**src/rtl/vga_sync_gen.sv**
```systemverilog
// rtl/vga_sync_gen.sv - VGA 640x480@60 timing generator with DCM-lock gated start-up
//
// Purpose:
//   Produces hsync/vsync, pixel coordinates, a visible-area flag and a
//   per-frame start pulse for the pixel renderer. The raster is held at
//   (0,0) with the display blanked until the DCM lock has been brought
//   into the pixel clock domain; losing lock drops straight back to idle.
//
// Ports:
//   i_clk25        pixel clock (25 MHz from the DCM stage)
//   i_rst_n        asynchronous active-low reset
//   i_dcm_lock     DCM lock, asynchronous to i_clk25 during start-up
//   o_locked       i_dcm_lock after a 2-flop synchronizer
//   o_hsync        horizontal sync, asserted level = SYNC_POL
//   o_vsync        vertical sync, asserted level = SYNC_POL
//   o_video_on     high while (o_pix_x, o_pix_y) is in the visible area
//   o_pix_x        horizontal position, 0..H_TOTAL-1
//   o_pix_y        vertical position, 0..V_TOTAL-1
//   o_frame_start  one-cycle pulse at (0,0) of every running frame
//
// Both totals must fit the 10-bit counters (at most 1024).

module vga_sync_gen #(
  parameter int H_VISIBLE = 640,
  parameter int H_FRONT   = 16,
  parameter int H_SYNC    = 96,
  parameter int H_BACK    = 48,
  parameter int V_VISIBLE = 480,
  parameter int V_FRONT   = 10,
  parameter int V_SYNC    = 2,
  parameter int V_BACK    = 33,
  parameter bit SYNC_POL  = 1'b0
) (
  input  logic       i_clk25,
  input  logic       i_rst_n,
  input  logic       i_dcm_lock,
  output logic       o_locked,
  output logic       o_hsync,
  output logic       o_vsync,
  output logic       o_video_on,
  output logic [9:0] o_pix_x,
  output logic [9:0] o_pix_y,
  output logic       o_frame_start
);

  localparam int H_TOTAL = H_VISIBLE + H_FRONT + H_SYNC + H_BACK;
  localparam int V_TOTAL = V_VISIBLE + V_FRONT + V_SYNC + V_BACK;

  localparam logic [9:0] H_LAST    = 10'(H_TOTAL - 1);
  localparam logic [9:0] V_LAST    = 10'(V_TOTAL - 1);
  localparam logic [9:0] H_VIS_END = 10'(H_VISIBLE);
  localparam logic [9:0] V_VIS_END = 10'(V_VISIBLE);
  localparam logic [9:0] HS_START  = 10'(H_VISIBLE + H_FRONT);
  localparam logic [9:0] HS_END    = 10'(H_VISIBLE + H_FRONT + H_SYNC);
  localparam logic [9:0] VS_START  = 10'(V_VISIBLE + V_FRONT);
  localparam logic [9:0] VS_END    = 10'(V_VISIBLE + V_FRONT + V_SYNC);

  typedef enum logic {
    ST_IDLE = 1'b0,
    ST_RUN  = 1'b1
  } state_e;

  state_e     state_q, state_d;
  logic       lock_meta_q;
  logic       lock_sync_q;
  logic [9:0] x_q, x_d;
  logic [9:0] y_q, y_d;
  logic       hsync_q, hsync_d;
  logic       vsync_q, vsync_d;
  logic       video_on_q, video_on_d;
  logic       frame_start_q, frame_start_d;
  logic       run_d;

  // Next raster position. The decodes below are taken from this next
  // position so that every registered output describes the same pixel as
  // the registered counters in the same cycle.
  always_comb begin
    state_d = state_q;
    x_d     = x_q;
    y_d     = y_q;

    if (!lock_sync_q) begin
      // Lock lost (or not yet seen): abandon the frame, no partial pulses.
      state_d = ST_IDLE;
      x_d     = '0;
      y_d     = '0;
    end else if (state_q == ST_IDLE) begin
      // First running cycle shows (0,0); a relock never resumes mid-frame.
      state_d = ST_RUN;
      x_d     = '0;
      y_d     = '0;
    end else if (x_q == H_LAST) begin
      x_d = '0;
      y_d = (y_q == V_LAST) ? '0 : y_q + 10'd1;
    end else begin
      x_d = x_q + 10'd1;
    end

    run_d         = (state_d == ST_RUN);
    hsync_d       = (run_d && (x_d >= HS_START) && (x_d < HS_END)) ? SYNC_POL : ~SYNC_POL;
    vsync_d       = (run_d && (y_d >= VS_START) && (y_d < VS_END)) ? SYNC_POL : ~SYNC_POL;
    video_on_d    = run_d && (x_d < H_VIS_END) && (y_d < V_VIS_END);
    frame_start_d = run_d && (x_d == 10'd0) && (y_d == 10'd0);
  end

  always_ff @(posedge i_clk25 or negedge i_rst_n) begin
    if (!i_rst_n) begin
      lock_meta_q   <= 1'b0;
      lock_sync_q   <= 1'b0;
      state_q       <= ST_IDLE;
      x_q           <= '0;
      y_q           <= '0;
      hsync_q       <= ~SYNC_POL;
      vsync_q       <= ~SYNC_POL;
      video_on_q    <= 1'b0;
      frame_start_q <= 1'b0;
    end else begin
      lock_meta_q   <= i_dcm_lock;
      lock_sync_q   <= lock_meta_q;
      state_q       <= state_d;
      x_q           <= x_d;
      y_q           <= y_d;
      hsync_q       <= hsync_d;
      vsync_q       <= vsync_d;
      video_on_q    <= video_on_d;
      frame_start_q <= frame_start_d;
    end
  end

  assign o_locked      = lock_sync_q;
  assign o_hsync       = hsync_q;
  assign o_vsync       = vsync_q;
  assign o_video_on    = video_on_q;
  assign o_pix_x       = x_q;
  assign o_pix_y       = y_q;
  assign o_frame_start = frame_start_q;

endmodule

```
**config.mk**
```make
export PLATFORM = sky130hd
export DESIGN_NAME = vga_sync_gen
export DESIGN_NICKNAME = d
export VERILOG_FILES = /design/src/rtl/vga_sync_gen.sv
export SDC_FILE = /design/constraint.sdc
export NUM_CORES = 1
export LEC_CHECK = 0
export BUFFER_PORTS_ARGS = -buffer_cell sky130_fd_sc_hd__buf_4
export CORE_MARGIN = 3
export CORE_UTILIZATION = 49
export CTS_CLUSTER_SIZE = 30
export DETAILED_ROUTE_END_ITERATION = 7
export HOLD_SLACK_MARGIN = 0.15
export PLACE_DENSITY = 0.83
export SYNTH_ARGS = -nofsm -noshare
export SYNTH_HDL_FRONTEND = slang
export SYNTH_SLANG_ARGS = --single-unit
```
**constraint.sdc**
```tcl
create_clock -name i_clk25 -period 2.4 [get_ports i_clk25]
set_clock_uncertainty 0.2 [all_clocks]
set_input_delay 0.36 -clock i_clk25 [delete_from_list [all_inputs] [get_ports i_clk25]]
set_output_delay 0.36 -clock i_clk25 [all_outputs]
set_load 0.005 [all_outputs]
```
==> report_table.html <==
<table>
<tr><th>Metric</th><th>Value</th></tr>
<tr><th colspan="2">Setup path</th></tr>
<tr><td>Slowest cell delay on critical path</td><td>610 ps</td></tr>
<tr><td>Critical path arrival</td><td>about 2500 ps</td></tr>
<tr><td>Capture instance of the worst register-to-register path</td><td>o_video_on$_DFF_PN0_</td></tr>
<tr><td>Crit Path Max Fanout</td><td>5</td></tr>
<tr><td>CP startpoint kind</td><td>flip-flop</td></tr>
<tr><td>Number of buffer and inverter instances along the worst setup path</td><td>0</td></tr>
<tr><td>Cell depth of the worst setup path</td><td>6</td></tr>
<tr><td>Critical Path RT</td><td>2460 ps</td></tr>
<tr><td>CP delay by family, top</td><td>simple AND/OR/NAND/NOR gates</td></tr>
<tr><td>Number of cells on the worst reg-to-reg path</td><td>6</td></tr>
<tr><td>R2r setup slk</td><td>-40 ps</td></tr>
<tr><td>Cells along the critical path</td><td>or4b_4 &gt; nor4_2 &gt; xnor2_1 &gt; nor3_1 &gt; and3_1 &gt; nor4_1</td></tr>
<tr><td>Standard cell with the maximum stage delay on the critical path</td><td>sky130_fd_sc_hd__or4b_4</td></tr>
<tr><td>Kind of capture point of the worst setup path</td><td>flip-flop</td></tr>
<tr><td>Reg2Reg Launch Point</td><td>o_pix_x[5]$_DFF_PN0_</td></tr>
<tr><td>Class of the most critical setup path</td><td>reg2reg</td></tr>
<tr><th colspan="2">Place</th></tr>
<tr><td>Number of placed instances with taps included</td><td>roughly 240</td></tr>
<tr><td>Post-DP HPWL</td><td>between 2000 and 3000 um</td></tr>
<tr><td>Placer Congestion</td><td>between 0.8 and 0.9</td></tr>
<tr><td>Port Buf Inserts</td><td>27</td></tr>
<tr><td>Placement Cell Area</td><td>0.00188 sq mm</td></tr>
<tr><th colspan="2">Layout</th></tr>
<tr><td>Fraction of final layout cells sized beyond drive strength 1</td><td>0.319</td></tr>
<tr><td>Leading cell types in the layout, fill and taps excluded</td><td>sky130_fd_sc_hd__buf_4 (46), sky130_fd_sc_hd__dfrtp_1 (24), sky130_fd_sc_hd__nor2_1 (21)</td></tr>
<tr><td>Count of placed standard cells in the final layout, fillers left out</td><td>249</td></tr>
<tr><td>Commonest non-fill, non-tap cell in the layout</td><td>sky130_fd_sc_hd__buf_4</td></tr>
<tr><td>Final design utilization</td><td>0.685</td></tr>
<tr><td>Count of nets after finishing</td><td>214</td></tr>
<tr><td>Signed area change from the synthesized netlist to the final layout</td><td>27.6%</td></tr>
<tr><td>Antenna fix cells</td><td>0</td></tr>
<tr><td>Post-route standard cell area excluding fillers</td><td>0.00199 sq mm</td></tr>
<tr><th colspan="2">Synthesis</th></tr>
<tr><td>Cell taking the most area after synthesis</td><td>sky130_fd_sc_hd__dfrtp_1</td></tr>
<tr><td>Fraction of registers with async set or reset after synthesis</td><td>1.00</td></tr>
<tr><td>Number of synthesized flops with an enable pin</td><td>0</td></tr>
<tr><td>Number of library cell types mapped by synthesis</td><td>42</td></tr>
<tr><td>Synth Area per Inst</td><td>a little over 9 sq um</td></tr>
<tr><td>Flip-flop cell with the highest count after synthesis</td><td>sky130_fd_sc_hd__dfrtp_1</td></tr>
<tr><td>Top area cells in the synthesized netlist</td><td>sky130_fd_sc_hd__dfrtp_1 (40%), sky130_fd_sc_hd__xor2_1 (5.6%), sky130_fd_sc_hd__nor2_1 (5.3%)</td></tr>
<tr><td>Part of the Yosys area used for sequential elements</td><td>0.436</td></tr>
<tr><td>Syn. warnings</td><td>0</td></tr>
<tr><td>Area share of the leading cell type in the synthesized netlist</td><td>0.402</td></tr>
<tr><td>Netlist area before placement</td><td>roughly 0.0016 sq mm</td></tr>
<tr><td>Number of synthesized register bits</td><td>27</td></tr>
<tr><td>Gate Count Post-Synth</td><td>between 150 and 200</td></tr>
<tr><td>Nets in the synthesized netlist</td><td>~170</td></tr>
<tr><th colspan="2">Clock tree</th></tr>
<tr><td>Clock-pin slew reported for the worst setup and hold paths after clock tree synthesis</td><td>between 150 and 200 ps</td></tr>
<tr><td>CTS Root Cell</td><td>sky130_fd_sc_hd__clkbuf_4</td></tr>
<tr><td>Number of clock buffers inserted by TritonCTS</td><td>3</td></tr>
<tr><td>Number of buffers on the longest clock path</td><td>2</td></tr>
<tr><td>Worst-skew pair later-pin latency</td><td>340 ps</td></tr>
<tr><td>Number of levels the H-tree was split into</td><td>1</td></tr>
<tr><td>CTS tree</td><td>done</td></tr>
<tr><td>Total number of clock tree sinks</td><td>27</td></tr>
<tr><th colspan="2">Global route</th></tr>
<tr><td>Most heavily used metal layer in global routing</td><td>met2</td></tr>
<tr><td>Antenna violations before repair</td><td>0</td></tr>
<tr><td>Wire length of the first global-routing pass</td><td>slightly below 7000 um</td></tr>
<tr><td>Pin count of the biggest net entering global routing</td><td>28</td></tr>
<tr><td>Met1 track utilization from global routing</td><td>0.309</td></tr>
<tr><td>Met2 Resource Use GR</td><td>0.341</td></tr>
<tr><td>Overall global routing resource usage</td><td>0.217</td></tr>
<tr><td>Met3 layer usage reported by global route</td><td>0.0342</td></tr>
<tr><td>Via count of the first global-routing pass</td><td>between 1000 and 1500</td></tr>
<tr><td>Total congestion overflow after global routing</td><td>0</td></tr>
<tr><th colspan="2">Routing</th></tr>
<tr><td>Vias/cell</td><td>between 5 and 6</td></tr>
<tr><td>DRC errors left</td><td>0</td></tr>
<tr><td>DRT Wirelength</td><td>4090 um</td></tr>
<tr><td>Post-DR wirelength/cell</td><td>around 16 um</td></tr>
<tr><td>Drt initial violations</td><td>roughly 140</td></tr>
<tr><td>Via Count</td><td>1477</td></tr>
<tr><td>Detail Route Antenna Nets</td><td>0</td></tr>
<tr><td>Number of iterations in the first detailed-routing pass</td><td>4</td></tr>
<tr><th colspan="2">Floorplan</th></tr>
<tr><td>Chip height</td><td>about 62 um</td></tr>
<tr><td>Count of boundary I/O pins</td><td>28</td></tr>
<tr><td>Die Span X</td><td>about 62 um</td></tr>
<tr><td>Core area</td><td>slightly below 0.003 sq mm</td></tr>
<tr><td>Row count</td><td>19</td></tr>
<tr><td>Die area</td><td>a little under 0.004 sq mm</td></tr>
<tr><td>Starting density of the core</td><td>0.537</td></tr>
<tr><th colspan="2">STA</th></tr>
<tr><td>Tightest hold margin</td><td>170 ps</td></tr>
<tr><td>Fin crit share</td><td>1.02</td></tr>
<tr><td># setup viols final</td><td>1</td></tr>
<tr><td>Count of final hold-check violations</td><td>0</td></tr>
<tr><td>Time the final worst path needs with I/O delays and setup</td><td>between 2000 and 2500 ps</td></tr>
<tr><td>Worst-case setup margin in the final layout</td><td>-37.4 ps</td></tr>
<tr><td>Setup repair after global routing missed its margin</td><td>true</td></tr>
<tr><td>Highest achievable clock rate</td><td>0.410 GHz</td></tr>
<tr><td>Transition time at the pin with the least slew margin</td><td>roughly 410 ps</td></tr>
<tr><td>Max-slew violation total from the final report</td><td>0</td></tr>
<tr><td>Slew margin rel.</td><td>0.727</td></tr>
<tr><th colspan="2">Power</th></tr>
<tr><td>Total Power Consumption</td><td>0.722 mW</td></tr>
<tr><td>Leak pwr</td><td>0.881 nW</td></tr>
<tr><td>Power density over the cells</td><td>around 360 mW/mm^2</td></tr>
<tr><td>Worst VDD drop</td><td>between 0.0002 and 0.0003 V</td></tr>
<tr><th colspan="2">Outcome</th></tr>
<tr><td>Status</td><td>finished with violations</td></tr>
<tr><td>Violations in the final reports</td><td>setup timing</td></tr>
<tr><th colspan="2">Hold path</th></tr>
<tr><td>Hold path cells</td><td>0</td></tr>
<tr><td>Worst hold endpoint</td><td>o_locked$_DFF_PN0_</td></tr>
<tr><td>Hold/Removal Path Class</td><td>reg2reg</td></tr>
<tr><td>HP Start</td><td>lock_meta_q$_DFF_PN0_</td></tr>
<tr><th colspan="2">Job</th></tr>
<tr><td>Number of max-cap violations</td><td>0</td></tr>
</table>
## registers in the layout, indices dropped and copies added (netlist names)
name and count:
o_pix_x 10, o_pix_y 10, lock_meta_q 1, o_frame_start 1, o_hsync 1, o_locked 1, o_video_on 1, o_vsync 1
state_q 1
## where the power goes
group | internal [mW] | switching, mW
clock network | 0.0628 | 0.147
registers | 0.461 | 0.00378
logic | 0.0206 | 0.0266
total | 0.545 | 0.177
## Yosys cell counts, drive strengths merged (2+ instances only)
| cell | number |
|---|---|
| a21oi | 5 |
| a31oi | 2 |
| and2 | 2 |
| and3 | 6 |
| and4 | 3 |
| buf | 6 |
| clkbuf | 7 |
| dfrtp | 25 |
| dfstp | 2 |
| ha | 3 |
| inv | 4 |
| nand2 | 11 |
| nand3 | 9 |
| nand4 | 8 |
| nand4b | 2 |
| nor2 | 22 |
| nor3 | 3 |
| nor4 | 8 |
| o21ai | 4 |
| or3 | 2 |
| xnor2 | 7 |
| xor2 | 10 |
## layout make-up
class | instances | area (sq um)
fillers | 230 | 915
multi-input cells | 124 | 846
flip-flops and latches | 27 | 679
repair buffers | 48 | 365
well taps | 42 | 52.6
clock buffers | 3 | 22.5
inverters | 4 | 15.0
clock inverters | 1 | 5.00
## kinds of logic after synthesis
logic type | count (synthesis) | synth area share
xor gates and xnor gates | 17 | 0.0957
AOI/OAI and AO/OA | 22 | 0.0981
buffers and inverters | 17 | 0.0514
adders and majority gates | 3 | 0.0241
and+or+nand+nor | 80 | 0.281
muxes | 2 | 0.0137
DFF | 27 | 0.436
## how the worst max path moves through the flow
stage                               from  slack [ps]                 endpoint
detailed placement  o_pix_x[5]$_DFF_PN0_          70     o_video_on$_DFF_PN0_
CTS                 o_pix_x[5]$_DFF_PN0_          40     o_video_on$_DFF_PN0_
finish              o_pix_x[5]$_DFF_PN0_         -40     o_video_on$_DFF_PN0_
floorplan           o_pix_x[0]$_DFF_PN0_           7  o_frame_start$_DFF_PN0_
global placement    o_pix_x[5]$_DFF_PN0_         100  o_frame_start$_DFF_PN0_
global route        o_pix_x[5]$_DFF_PN0_         -60     o_video_on$_DFF_PN0_
## per-layer routing
metal / wire length (um) / vias up
met1: 1820 / 720
met3: 310 / 9
met2: 1890 / 65
met4: 61 / 0
li1: - / 683
met5: 0 / -
## stage by stage
step | TNS (ps) | setup slack (ps)
floorplan | 0 | 7.33
global placement | 0 | 105
detailed placement | 0 | 66.3
CTS | 0 | 35.4
global route | -63.4 | -62.3
finish | -37.4 | -37.4
## repair_timing
action,CTS,global route
buffers inserted,0,1
hold buffers,2,0
gates resized for setup,0,9
setup endpoints to repair,0,3
endpoints found under the hold margin,28,0
Note: power is estimated with default switching activity, not from simulation.
